$ cat src/rtl/calc_result_accum.sv
// Frame reducer for the calculate-stage result stream: sums, counts threshold hits
// and tracks the signed maximum over FRAME_LEN beats, then holds a summary for the consumer.
module calc_result_accum #(
    parameter int                        DATA_W    = 32,
    parameter int                        ACC_W     = 40,
    parameter int                        FRAME_LEN = 8,
    parameter logic signed [DATA_W-1:0]  THRESH    = 1000,
    localparam int                       CNT_W     = $clog2(FRAME_LEN + 1)
) (
    input  logic                     ap_clk,
    input  logic                     ap_rst,
    input  logic                     in_vld,
    output logic                     in_rdy,
    input  logic signed [DATA_W-1:0] in_data,
    input  logic                     flush,
    output logic                     out_vld,
    input  logic                     out_rdy,
    output logic signed [ACC_W-1:0]  out_sum,
    output logic [CNT_W-1:0]         out_hits,
    output logic signed [DATA_W-1:0] out_max,
    output logic [CNT_W-1:0]         out_cnt,
    output logic                     busy,
    output logic                     dbg_state
);
    // Handshake: a beat transfers on any edge where vld && rdy. in_rdy depends only on
    // the state register; out_vld and out_* stay constant from assertion until out_rdy.
    typedef enum logic {ST_ACCUM = 1'b0, ST_EMIT = 1'b1} state_t;

    localparam logic signed [DATA_W-1:0] MOST_NEG = {1'b1, {(DATA_W-1){1'b0}}};

    state_t                     r_state;
    logic [CNT_W-1:0]           r_cnt;
    logic signed [ACC_W-1:0]    r_sum;
    logic [CNT_W-1:0]           r_hits;
    logic signed [DATA_W-1:0]   r_max;
    logic                       r_out_vld;
    logic signed [ACC_W-1:0]    r_out_sum;
    logic [CNT_W-1:0]           r_out_hits;
    logic signed [DATA_W-1:0]   r_out_max;
    logic [CNT_W-1:0]           r_out_cnt;

    logic                       w_accept;
    logic                       w_hit;
    logic signed [ACC_W-1:0]    w_data_ext;
    logic signed [ACC_W-1:0]    w_sum_nxt;
    logic [CNT_W-1:0]           w_hits_nxt;
    logic signed [DATA_W-1:0]   w_max_nxt;
    logic [CNT_W-1:0]           w_cnt_nxt;
    logic                       w_close;

    assign w_accept   = in_vld && (r_state == ST_ACCUM);
    assign w_hit      = w_accept && (in_data > THRESH);
    assign w_data_ext = {{(ACC_W-DATA_W){in_data[DATA_W-1]}}, in_data};
    assign w_sum_nxt  = w_accept ? (r_sum + w_data_ext) : r_sum;
    assign w_hits_nxt = r_hits + CNT_W'(w_hit);
    // Strict greater-than so a tie keeps the value already held.
    assign w_max_nxt  = (w_accept && (in_data > r_max)) ? in_data : r_max;
    assign w_cnt_nxt  = r_cnt + CNT_W'(w_accept);
    assign w_close    = (r_state == ST_ACCUM) &&
                        ((w_accept && (w_cnt_nxt == CNT_W'(FRAME_LEN))) ||
                         (flush && ((r_cnt != '0) || w_accept)));

    always_ff @(posedge ap_clk) begin
        if (ap_rst) begin
            r_state    <= ST_ACCUM;
            r_cnt      <= '0;
            r_sum      <= '0;
            r_hits     <= '0;
            r_max      <= MOST_NEG;
            r_out_vld  <= 1'b0;
            r_out_sum  <= '0;
            r_out_hits <= '0;
            r_out_max  <= '0;
            r_out_cnt  <= '0;
        end else begin
            case (r_state)
                ST_ACCUM: begin
                    if (w_close) begin
                        r_out_sum  <= w_sum_nxt;
                        r_out_hits <= w_hits_nxt;
                        r_out_max  <= w_max_nxt;
                        r_out_cnt  <= w_cnt_nxt;
                        r_out_vld  <= 1'b1;
                        r_cnt      <= '0;
                        r_sum      <= '0;
                        r_hits     <= '0;
                        r_max      <= MOST_NEG;
                        r_state    <= ST_EMIT;
                    end else begin
                        r_cnt  <= w_cnt_nxt;
                        r_sum  <= w_sum_nxt;
                        r_hits <= w_hits_nxt;
                        r_max  <= w_max_nxt;
                    end
                end
                ST_EMIT: begin
                    if (out_rdy) begin
                        r_out_vld <= 1'b0;
                        r_state   <= ST_ACCUM;
                    end
                end
                default: r_state <= ST_ACCUM;
            endcase
        end
    end

    assign in_rdy    = (r_state == ST_ACCUM);
    assign out_vld   = r_out_vld;
    assign out_sum   = r_out_sum;
    assign out_hits  = r_out_hits;
    assign out_max   = r_out_max;
    assign out_cnt   = r_out_cnt;
    assign busy      = (r_cnt != '0) || r_out_vld;
    assign dbg_state = (r_state == ST_EMIT);
endmodule

$ cat config.mk
export PLATFORM = sky130hd
export DESIGN_NAME = calc_result_accum
export DESIGN_NICKNAME = d
export VERILOG_FILES = /design/src/rtl/calc_result_accum.sv
export SDC_FILE = /design/constraint.sdc
export NUM_CORES = 1
export LEC_CHECK = 0
export ABC_AREA = 1
export BUFFER_PORTS_ARGS = -buffer_cell sky130_fd_sc_hd__buf_2
export CAP_MARGIN = 20
export CORE_MARGIN = 3
export CORE_UTILIZATION = 60
export CTS_CLUSTER_SIZE = 30
export DETAILED_ROUTE_END_ITERATION = 16
export PLACE_DENSITY = 0.88
export SLEW_MARGIN = 0
export SYNTH_ARGS = -nofsm -noshare
export SYNTH_HDL_FRONTEND = slang
export SYNTH_SLANG_ARGS = --single-unit
$ cat constraint.sdc
create_clock -name ap_clk -period 3.4 [get_ports ap_clk]
set_clock_uncertainty 0.05 [all_clocks]
set_input_delay 0.34 -clock ap_clk [delete_from_list [all_inputs] [get_ports ap_clk]]
set_output_delay 0.34 -clock ap_clk [all_outputs]
set_load 0.02 [all_outputs]
## Word level (Yosys, flattened, before mapping)

Cells that the tools add are included.

| word-level totals | value |
|---|---|
| register bits after elaboration | 162 |
| input port bits | 37 |
| logic and storage cells | 43 |

| operators by class | value |
|---|---|
| $add $sub $neg | 3 |
| order comparisons | 2 |
| equality and inequality tests | 3 |
| muxes and demuxes | 12 |
| bitwise gates (word level) | 1 |
| reduce and logical (&&, ||, !) cells | 12 |

Operator list:

| kind | count |
|---|---|
| 2-to-1 mux 40 bit | 2 |
| 2-to-1 mux 32 bit | 2 |
| adder 40 x 32 -> 40 bit | 1 |
| greater-than comparator 32 x 11 -> 1 bit (second input constant) | 1 |
| greater-than comparator 32 bit | 1 |
| adder 4 x 1 -> 4 bit | 2 |
| 2-to-1 mux 4 bit | 2 |
| logical AND 1 bit | 6 |
| equality test 4 bit (second input constant) | 1 |
| 2-to-1 mux 1 bit | 4 |
| one-hot mux 1 bit (2 select lines) | 2 |
| AND reduction 2 bit | 2 |
| nonzero test 4 bit | 1 |
| logical OR 1 bit | 3 |
| inequality test 2 x 1 -> 1 bit (second input constant) | 1 |
| inequality test 2 bit (second input constant) | 1 |
| NOT 1 bit | 1 |

## Logic depth before layout (Yosys ltp)

| logic depth | value |
|---|---|
| depth in word-level cells | 9 |
| gate-level depth with buffers | 20 |

## Least setup slack after synthesis

OpenSTA, ideal clock, no wires.

| timing path | value |
|---|---|
| kind | reg2reg |
| start point | register r_state (netlist: dbg_state) |
| end point | register r_out_max[10] (netlist: out_max[10]) |
| library setup time | 0.109 ns |
| arrival | 2.436 ns |
| data required time | 3.241 ns |
| path slack | 0.805 ns |
| cell stages (with the launch flop) | 19 |
| path buffers | 4 |
| period minus slack after synthesis | 2.595 ns |
| cells stage by stage | dfxtp_1 -> inv_2 -> nand2_2 -> inv_2 -> clkbuf_1 -> ha_1 -> ha_1 -> xor2_1 -> nor2_1 -> nand4_1 -> nand2_1 -> nand2_2 -> inv_2 -> buf_6 -> buf_6 -> buf_6 -> nand3_1 -> nand2_1 -> inv_1 |

| on the way | value |
|---|---|
| cells in the longest elaborated chain, start to end | 8 |

RTL lines:

| element | RTL line | RTL |
|---|---|---|
| start, declared | 31 | `state_t r_state;` |
| start signal, assigned | 65 | `r_state <= ST_ACCUM;` |
| start signal, assigned | 88 | `r_state <= ST_EMIT;` |
| start signal, assigned | 99 | `r_state <= ST_ACCUM;` |
| NOT 1 bit (no source line) (*) | -- |  |
| via in_rdy | 13 | `output logic in_rdy,` |
| logical AND 1 bit | 51 | `assign w_accept = in_vld && (r_state == ST_ACCUM);` |
| adder 4 x 1 -> 4 bit | 58 | `assign w_cnt_nxt = r_cnt + CNT_W'(w_accept);` |
| equality test 4 bit | 60 | `((w_accept && (w_cnt_nxt == CNT_W'(FRAME_LEN))) \|\|` |
| logical AND 1 bit | 60 |  |
| logical OR 1 bit | 60 |  |
| logical AND 1 bit | 59 | `assign w_close = (r_state == ST_ACCUM) &&` |
| AND reduction 2 bit (no source line) | -- |  |
| end signal, assigned | 81 | `r_out_max <= w_max_nxt;` |
| end, declared | 39 | `logic signed [DATA_W-1:0] r_out_max;` |

The timed path passes the listed nets; every way through them passes the cells marked *.
A chain may end at the register's enable or synchronous reset.

## Worst setup path in the final report

| timing path | value |
|---|---|
| start point | register r_state (netlist: dbg_state) |
| end point | register r_out_sum[3] (netlist: out_sum[3]) |

| on the way | value |
|---|---|
| cells in the longest elaborated chain, start to end | 8 |

RTL lines:

| element | RTL line | RTL |
|---|---|---|
| NOT 1 bit (no source line) (*) | -- |  |
| logical AND 1 bit | 51 |  |
| adder 4 x 1 -> 4 bit | 58 |  |
| equality test 4 bit | 60 |  |
| logical AND 1 bit | 60 |  |
| logical OR 1 bit | 60 |  |
| logical AND 1 bit | 59 |  |
| AND reduction 2 bit (no source line) | -- |  |
| end signal, assigned | 79 | `r_out_sum <= w_sum_nxt;` |
| end, declared | 37 | `logic signed [ACC_W-1:0] r_out_sum;` |

Mark *: on every way between the ends. The rest lies on a longest branch, timed or not.

==> impl_metrics.py <==
metrics = {
    "setup_path": {
        "cp_max_fo": 45,
        "worstSetupEndpoint": "out_sum[3]",
        "timing.critical_path.arrival_ps": 3070,
        "rr_startpoint": "dbg_state",
        "slowest_stage": "sky130_fd_sc_hd__inv_4",
        "rrSetupSlack_ps": 640,
        "rr_endpoint": "out_sum[3]",
        "critical_path.endpoint_type": "flop",
        "timing_worst_setup_path_type": "flop to flop",
        "crit_path_cell_trace": "buf_4 > inv_2 > nand2_2 > inv_2 > ha_1 > ha_1 > xor2_1 > nor2_1 > nand4_1 > nand2_1 > nand2_2 > inv_4 > buf_4 > o21ai_0 > a31oi_1",
        "worst_path_largest_cell_delay_ps": 440,
        "crit_path_start": "dbg_state",
        "worstPathRequired_ps": 3710,
        "rr_worst_depth": 15,
        "critPathLaunchType": "flop",
    },
    "yosys": {
        "syn_area_sq_um": 10290,
        "syn-mean-instance-area_sq_um": 6.385,
        "synth.cells.most_frequent": "487 x sky130_fd_sc_hd__nand2_1, 262 x sky130_fd_sc_hd__nor2_1, 164 x sky130_fd_sc_hd__inv_1, 162 x sky130_fd_sc_hd__dfxtp_1, 103 x sky130_fd_sc_hd__nand3_1",
        "ys_top_cells_by_area": "sky130_fd_sc_hd__dfxtp_1 32%, sky130_fd_sc_hd__nand2_1 18%, sky130_fd_sc_hd__nor2_1 9.6%",
        "post-synth-top-count-cell": "sky130_fd_sc_hd__nand2_1",
        "post_synth_inst_count": 1611,
        "synthDistinctLibCells": 39,
        "warnings_synthesis": 0,
        "synthFlopType": "sky130_fd_sc_hd__dfxtp_1",
        "synth-async-reset-ratio": 0,
        "synth-edff-count": 0,
        "postSynthNetCount": 1724,
        "synth.top_cell.area_share": 0.3153,
        "synth_sequential_area_ratio": 0.3153,
        "synth_area_leader_cell": "sky130_fd_sc_hd__dfxtp_1",
        "ys_ff_latch": 162,
    },
    "floorplan": {
        "start_util": 0.6159,
        "core_area_sq_um": 16700,
        "fp.dieArea_sq_um": 18750,
        "top_level_ports": 121,
        "die_h_um": 136.9,
        "die_x_um": 136.9,
        "rows": 47,
    },
    "cells_and_area": {
        "layout.nets": 1816,
        "num_antenna_cells": 0,
        "layout-area-overhead-vs-synth_pct": 12.50,
        "final_design_area_no_fill_sq_um": 11570,
        "post_route_cells_drive_above_1_share": 0.1142,
    },
    "clock_tree": {
        "tritoncts": "yes",
        "cts_htree_levels": 4,
        "postCtsHoldBufs": 0,
        "cts_made_buffers": 17,
        "clock_latency_ps": 450,
        "clk_pin_slew_worst_paths_ps": 70,
        "cts_num_sinks": 162,
        "ctsRootBufferMaster": "sky130_fd_sc_hd__clkbuf_16",
        "clockBufferDepth": 2,
        "cts_resized": 0,
        "postCtsSetupBuffers": 0,
    },
    "sta": {
        "final_max_slew_viol_count": 0,
        "hold_viol_final": 0,
        "setup_viol_count_final": 0,
        "tightestPinTransition_ps": 780.5,
        "final.period_utilization": 0.8116,
        "finalHoldWorstSlack_ps": 145.9,
        "unrepaired_setup_endpoints_after_global_routing": "false",
        "slew_limit_headroom": 0.4797,
        "final_period_minus_worst_setup_slack_ps": 2759,
        "setup-tns-final_ps": 0,
        "fmaxAchievable_mhz": 362.4,
    },
    "place": {
        "place_congestion": 1.003,
        "io_buffer_count": 120,
        "place_hpwl_mm": 21.03,
        "dpl-instance-area_sq_um": 11010,
    },
    "min_path": {
        "min_path_cells": 3,
        "min_path_type": "input pin to flop",
    },
    "global_routing": {
        "largest_net_degree_at_the_start_of_global_routing": 101,
        "global_route_wire_length_before_repair_mm": 47.00,
        "grt.overflow.total": 0,
        "grt_usage": 0.3100,
        "via_count_of_the_first_global_routing_pass": 9671,
        "antenna_found_initial": 0,
    },
    "detailed_routing": {
        "drt-total-wl_mm": 28.66,
        "route.top_layer_used": "met4",
        "route.vias.total": 10600,
        "route.antenna.remaining_nets": 0,
        "initialDrtViolationCount": 774,
        "remaining_drc_errors": 0,
        "route.detailed.vias_per_inst": 5.477,
        "wl_met2_mm": 13.31,
        "met3WireLength_mm": 2.012,
        "wirelength_met1_mm": 12.47,
        "drt_pre_antenna_iters": 5,
        "routed_wire_length_per_instance_um": 14.80,
    },
    "power": {
        "power_leakage_nw": 6.056,
        "p_per_area_nw_per_um2": 535.2,
        "ir_worst_vdd_uv": 365.6,
    },
    "status": {
        "outcome": "completed",
    },
    "run": {
        "drv.max_cap_violation_count": 0,
    },
}
## logic make-up (layout without fill, tap and decap cells)
kind of cell / count (synthesis) / count (layout) / share of synthesized area
AOI/OAI and AO/OA: 177 / 177 / 0.09196
DFF: 162 / 162 / 0.3153
muxes: 4 / 4 / 0.003893
and+or+nand+nor: 938 / 938 / 0.3824
adders and majority gates: 76 / 76 / 0.09318
buffers and inverters: 231 / 336 / 0.09366
xor gates and xnor gates: 23 / 23 / 0.01958
## layer usage
metal  vias up  global-route usage
met4         0              0.1103
met3        66             0.05184
met1      4765              0.4095
met2       430              0.5109
li1       5342                   -
met5         -                   0
## report_power, final
| group | total [W] | internal [W] | switching, W |
|---|---|---|---|
| Combinational | 0.00209 | 0.000693 | 0.00140 |
| Clock | 0.00187 | 0.000984 | 0.000890 |
| Sequential | 0.00223 | 0.00212 | 0.000116 |
| Total | 0.00619 | 0.00379 | 0.00240 |
## worst max-delay path: cells and delay by family (launching register included)
family / cells / cell delay [ps]
compound gates: 2 / 280
xor+xnor: 1 / 160
fa+ha+maj: 2 / 370
buf+inv: 5 / 1040
flops: 1 / 310
simple gates: 5 / 460
## worst min path at each step
| stage | startpoint | to | slack [ps] |
|---|---|---|---|
| detailed placement | out_cnt[2] | out_cnt[2] | 410 |
| global route | out_rdy | out_vld | 170 |
| CTS | out_rdy | out_vld | 150 |
| finish | out_rdy | out_vld | 150 |
| floorplan | r_cnt[3] | r_cnt[3] | 400 |
| global placement | r_cnt[3] | r_cnt[3] | 400 |
## registers in the layout, summed over array words and instances (netlist names), 4 cells and up
register	cells
out_max	32
out_hits	4
r_sum	40
r_max	32
r_cnt	4
out_sum	40
r_hits	4
out_cnt	4
## stage by stage
stage | setup slack [ps] | instances | total power [W] | utilization
global placement | 631.1 | 1904 | 0.004272 | 0.6591
detailed placement | 561.9 | 1904 | 0.004322 | 0.6591
finish | 640.7 | 1936 | 0.006194 | 0.6929
CTS | 637.2 | 1936 | 0.006188 | 0.6929
global route | 364.5 | 1936 | 0.006567 | 0.6929
floorplan | 804.9 | 1611 | 0.003780 | -
## cell usage in the layout, fill, tap and decap left out, drive strengths merged
cell	count
inv	174
o211ai	4
o21ai	66
mux2i	4
nand4	46
nand3	105
buf	137
clkinvlp	2
a21o	3
xor2	11
xnor2	12
clkinv	4
o31ai	1
nand2	490
and2	1
dfxtp	162
nor3	20
nand3b	7
fa	1
a21oi	92
or2	2
a21boi	1
ha	75
a211oi	2
nor4	4
clkbuf	19
a31oi	1
nor2	263
o21a	4
o21bai	3
## layout make-up
| type | count | area (sq um) |
|---|---|---|
| multi-input cells | 1218 | 6080 |
| fillers | 1508 | 5129 |
| flip-flops and latches | 162 | 3243 |
| repair buffers | 137 | 780.7 |
| inverters | 167 | 629.4 |
| clock buffers | 19 | 442.9 |
| well taps | 220 | 275.3 |
| clock inverters | 13 | 121.4 |
Power figures use the tool's default switching activity.
